### src/rtl/regfile_host_arb.sv
// regfile_host_arb: shares regfile write port 0 between core and host debug port with starvation stall; REGFILE_HOST_ARB_FWD_EN forwards same-cycle writes into host reads
module regfile_host_arb #(
  parameter int STARVE_LIMIT = 4,
  parameter int ADDR_W = 4,
  parameter int DATA_W = 32
) (
  input  logic              clk,
  input  logic              reset,
  input  logic              io_host_req_valid,
  output logic              io_host_req_ready,
  input  logic              io_host_req_rw,
  input  logic [ADDR_W-1:0] io_host_req_adr,
  input  logic [DATA_W-1:0] io_host_req_dat,
  output logic              io_host_resp_valid,
  input  logic              io_host_resp_ready,
  output logic [DATA_W-1:0] io_host_resp_dat,
  input  logic              io_core_wr_is,
  input  logic [ADDR_W-1:0] io_core_wr_adr,
  input  logic [DATA_W-1:0] io_core_wr_dat,
  output logic              io_core_stall,
  output logic              io_rf_wr_is,
  output logic [ADDR_W-1:0] io_rf_wr_adr,
  output logic [DATA_W-1:0] io_rf_wr_dat,
  output logic [ADDR_W-1:0] io_rf_rd_adr,
  input  logic [DATA_W-1:0] io_rf_rd_dat
);
  typedef enum logic [1:0] {IDLE, READ, WRITE, RESP} state_t;
  state_t state_q, state_d;
  logic [3:0] starve_q, starve_d;
  logic rw_q, rw_d;
  logic [ADDR_W-1:0] adr_q, adr_d;
  logic [DATA_W-1:0] dat_q, dat_d, resp_q, resp_d;
  logic host_grant;
  always_comb begin
    host_grant = state_q == WRITE && !reset && (!io_core_wr_is || starve_q == 4'(STARVE_LIMIT));
    io_core_stall = host_grant && io_core_wr_is;
    io_rf_wr_is = host_grant || io_core_wr_is;
    io_rf_wr_adr = host_grant ? adr_q : io_core_wr_adr;
    io_rf_wr_dat = host_grant ? dat_q : io_core_wr_dat;
    io_rf_rd_adr = adr_q;
    io_host_req_ready = state_q == IDLE;
    io_host_resp_valid = state_q == RESP;
    io_host_resp_dat = resp_q;
    state_d = state_q;
    starve_d = starve_q;
    rw_d = rw_q;
    adr_d = adr_q;
    dat_d = dat_q;
    resp_d = resp_q;
    unique case (state_q)
      IDLE: if (io_host_req_valid) begin
        rw_d = io_host_req_rw;
        adr_d = io_host_req_adr;
        dat_d = io_host_req_dat;
        state_d = io_host_req_rw ? WRITE : READ;
      end
      READ: begin
`ifdef REGFILE_HOST_ARB_FWD_EN
        resp_d = (io_core_wr_is && io_core_wr_adr == adr_q) ? io_core_wr_dat : io_rf_rd_dat;
`else
        resp_d = io_rf_rd_dat;
`endif
        state_d = RESP;
      end
      WRITE: if (host_grant) begin
        resp_d = dat_q;
        starve_d = '0;
        state_d = RESP;
      end else starve_d = starve_q + 4'd1;
      RESP: if (io_host_resp_ready) state_d = IDLE;
      default: state_d = IDLE;
    endcase
  end
  always_ff @(posedge clk) begin
    if (reset) begin
      state_q <= IDLE;
      starve_q <= '0;
      rw_q <= 1'b0;
      adr_q <= '0;
      dat_q <= '0;
      resp_q <= '0;
    end else begin
      state_q <= state_d;
      starve_q <= starve_d;
      rw_q <= rw_d;
      adr_q <= adr_d;
      dat_q <= dat_d;
      resp_q <= resp_d;
    end
  end
endmodule
### config.mk
export PLATFORM = sky130hd
export DESIGN_NAME = regfile_host_arb
export DESIGN_NICKNAME = d
export VERILOG_FILES = /design/src/rtl/regfile_host_arb.sv
export SDC_FILE = /design/constraint.sdc
export NUM_CORES = 1
export LEC_CHECK = 0
export ABC_AREA = 1
export ABC_CLOCK_PERIOD_IN_PS = 1800
export CORE_UTILIZATION = 36
export DETAILED_ROUTE_END_ITERATION = 16
export PLACE_DENSITY = 0.8
export SLEW_MARGIN = 20
export SYNTH_ARGS = -nofsm -noshare
export SYNTH_HDL_FRONTEND = slang
export SYNTH_SLANG_ARGS = --single-unit
export TNS_END_PERCENT = 100
### constraint.sdc
create_clock -name clk -period 1.8 [get_ports clk]
set_input_delay 0.54 -clock clk [delete_from_list [all_inputs] [get_ports clk]]
set_output_delay 0.54 -clock clk [all_outputs]
set_load 0.05 [all_outputs]
==> results of run 1 <==
## where the power goes
group / internal, mW / total, mW / switching [mW] / leakage, nW
registers: 2.22 / 2.66 / 0.439 / 0.611
logic: 3.15 / 7.69 / 4.55 / 2.51
clock network: 0.643 / 1.32 / 0.674 / 0.0889
## logic make-up (layout without fill, tap and decap cells)
group	after synthesis	after routing
AOI/OAI and AO/OA	45	45
adders and majority gates	7	7
buffers and inverters	51	266
and+or+nand+nor	396	397
DFF	74	74
xor gates and xnor gates	2	2
## cell type report
type | count | area [um^2] | area share [%]
repair buffers | 236 | 2910 | 37.8
multi-input cells | 451 | 2890 | 37.6
well taps | 133 | 166 | 2.16
flip-flops and latches | 74 | 1490 | 19.3
clock inverters | 6 | 66.3 | 0.861
clock buffers | 10 | 128 | 1.66
inverters | 14 | 55.1 | 0.715
## worst min-delay path by stage
stage | startpoint | endpoint | slack [ns] | depth (start not counted)
after floorplan | starve_q[1] | starve_q[1] | 0.47 | 2
after global placement | io_host_resp_dat[6] | io_host_resp_dat[6] | 0.46 | 2
after detailed placement | io_host_resp_dat[15] | io_host_resp_dat[15] | 0.48 | 2
after CTS | io_host_resp_dat[23] | io_host_resp_dat[23] | 0.49 | 2
after global routing | io_host_resp_dat[20] | io_host_resp_dat[20] | 0.51 | 2
final | io_host_resp_dat[23] | io_host_resp_dat[23] | 0.49 | 2
## per-layer routing
layer	global-route usage (%)	vias to the layer above
met5	0	-
met4	8.56	0
met3	4.47	39
met2	49.2	206
met1	29.5	2212
li1	-	2242
## worst max-delay path: cells and delay by family (launching register included)
kind	cells	cell delay (ns)
flops	1	0.34
buf+inv	4	0.49
fa+ha+maj	1	0.14
simple gates	5	0.39
## placed cells by master, fill, tap and decap left out, types with 18 or more instances in the layout
master / count
nand2_1: 106
nand3_1: 18
buf_12: 52
buf_4: 58
nand3_2: 51
nor2_1: 124
nand2_4: 60
o21ai_0: 38
clkdlybuf4s50_1: 107
dfxtp_1: 70
## per-stage QoR
stage	hold slack, ns	setup TNS (ns)	power [mW]	area, um^2
2_1_floorplan	0.469	-1.04	6.55	4050
3_3_place_gp	0.463	-26.38	8.64	6470
3_5_place_dp	0.476	-29.69	8.82	6470
4_1_cts	0.493	-17.76	10.5	7130
5_1_grt	0.513	-21.17	12.3	7700
6_report	0.492	-16.72	11.7	7700
## sequential cells by signal, indices dropped and copies added (netlist names)
register	cells
state_q	2
io_host_resp_dat	32
io_rf_rd_adr	4
dat_q	32
starve_q	4
## repair_timing
item,CTS,global route
gates cloned,2,10
setup buffers,9,4
pin swaps,19,11
gates resized for setup,77,75
endpoints found under the setup margin,39,68
==> metrics.md, run 1 <==
| Metric | Value |
|---|---|
| DP Cell Count | 885 |
| Register area share after synthesis | about two fifths |
| Max-slew violation count | 0 |
| Crit path max fanout | 6 |
| Synth warnings | 0 |
| DR WL met3 | 959 um |
| Routed wire per std cell | 16.7 um |
| CTS tree | built |
| Async S/R FF share, synth | 0% |
| Worst Reg-to-Reg Cells | 13 |
| GP Congestion | ~0.8 |
| Max VDD drop | 0.884 mV |
| Crit path DAT | 1.73 ns |
| DP Worst Slack | -0.556 ns |
| Ranking of synthesized cells by area | dfxtp_1 (40%), nand2_1 (18%), nor2_1 (14%) |
| Slew Limit Headroom | about 73% |
| Post-synthesis xor/xnor area fraction | 0.478% |
| Share of the synthesized area in the top cell type | roughly two fifths |
| Final wirelength | between 15 and 20 mm |
| Clk sink count | 74 |
| Final worst path period need | 2.27 ns |
| Num CTS Buffers | 9 |
| Most common cell in the netlist | nand2_1 |
| DRT iter0 DRCs | 172 |
| Core Region | 9820 um^2 |
| F_max | 440 MHz |
| Synth cell count leaders | nand2_1 (179), nor2_1 (141), dfxtp_1 (74) |
| Worst path cell trace | inv_2, ha_4, nand3_4, nand2_8, nand2_8, buf_6, buf_12, nand2_4, nand2_4, buf_12 |
| Initial Utilization | between 30% and 40% |
| PwrDens | 1510 nW/um^2 |
| Num rows | 36 |
| Overall Global Routing Usage | 26.0% |
| Tightest Hold Check Type | reg2reg |
| Clk slew on worst S/H paths | 0.08 ns |
| Mapped Avg Cell Area | ~6.4 um^2 |
| Clock buffer depth | 2 |
| Syn_nets | 692 |
| Area grow syn2layout | 110% |
| Vias in the first global route | approximately 4400 |
| H-tree depth | 3 |
| EDFF count, synth | 0 |
| Flop2flop setup slack | -0.05 ns |
| Detail Placement HPWL | about 9.5 mm |
| Startpoint class of the critical path | flip-flop |
| Fillers | 651 |
| Status | finished with violations |
| Layout Nets | 903 |
| DR vias | 4699 |
| End of the worst register-to-register path | io_host_resp_dat[22] |
| Met2 routed WL | 8.27 mm |
| Failing checks | negative setup slack |
| Worst setup startpoint | starve_q[1] |
| Setup ws final | -0.471 ns |
| Mux share of post-synthesis cell area | 0% |
| Synth Area in Compound Gates | around 6.2% |
| Synth Area in Simple Gates | a little over two fifths |
| Final hold vios | 0 |
| Clock Tree Root | clkbuf_8 |
| Main combinational cell family by area after synthesis | simple AND/OR/NAND/NOR gates |
| Synthesized flop and latch total | 74 |
| Initial antenna violation count | 0 |
| Yosys top cell by area | dfxtp_1 |
| Max stage delay on crit path | approximately 0.34 ns |
| Max Used Layer | met4 |
| Worst Setup Path Type | reg2out |
| Layout Cells excl Fill | between 900 and 1000 |
| Via/cell ratio | between 5 and 6 |
| Port bufs | between 150 and 200 |
| Die area | around 11000 um^2 |
| Unrepaired setup endpoints after global routing | true |
| ANT cells | 0 |
| Crit share post-route | 126% |
| CP endpoint kind | output port |
| M1 WL | slightly below 6 mm |
| Post-synth cell types | 21 |
| First-pass GRT wire length | 21.1 mm |
| GRT overflow | 0 |
| Die Ht | 103 um |
| Max cap viols | 0 |
| Die width | 103 um |
| First drt pass iteration count | 5 |
| Top Ports | 186 |
| Adder and majority gate portion of the synthesized area | under 10% |
| Reg2reg start | starve_q[0] |
| Largest net degree at the start of global routing | 38 |
| Ys flop type | dfxtp_1 |
| Share of layout cells above drive strength 1 | between 30 and 40% |
| Syn Inst Count | 575 |
| Fin util | between 70% and 80% |
| Routed Antenna Nets | 0 |
| Worst EP required | about 1.3 ns |
| Worst setup path endpoint | io_rf_wr_adr[2] |
| Residual DRC | 0 |
| Hold Buf Count CTS | 0 |
| CP max-delay cell | dfxtp_2 |
| LEAKAGE | approximately 3.2 nW |
| Clock latency on the worst-skew pair | 0.36 ns |
| Worst Max-Slew Pin Slew | 0.410 ns |
| Finish-stage setup viols | 50 |
| Mapped cell area | between 3000 and 4000 um^2 |
| Worst clock skew | 0.0108 ns |
(Power assumes the default switching activity.)
==> run 2: changes to the inputs <==
- CTS_CLUSTER_SIZE: not set -> 16
==> results of run 2 <==
Final layout, timing and power as in run 1 (identical DEF).
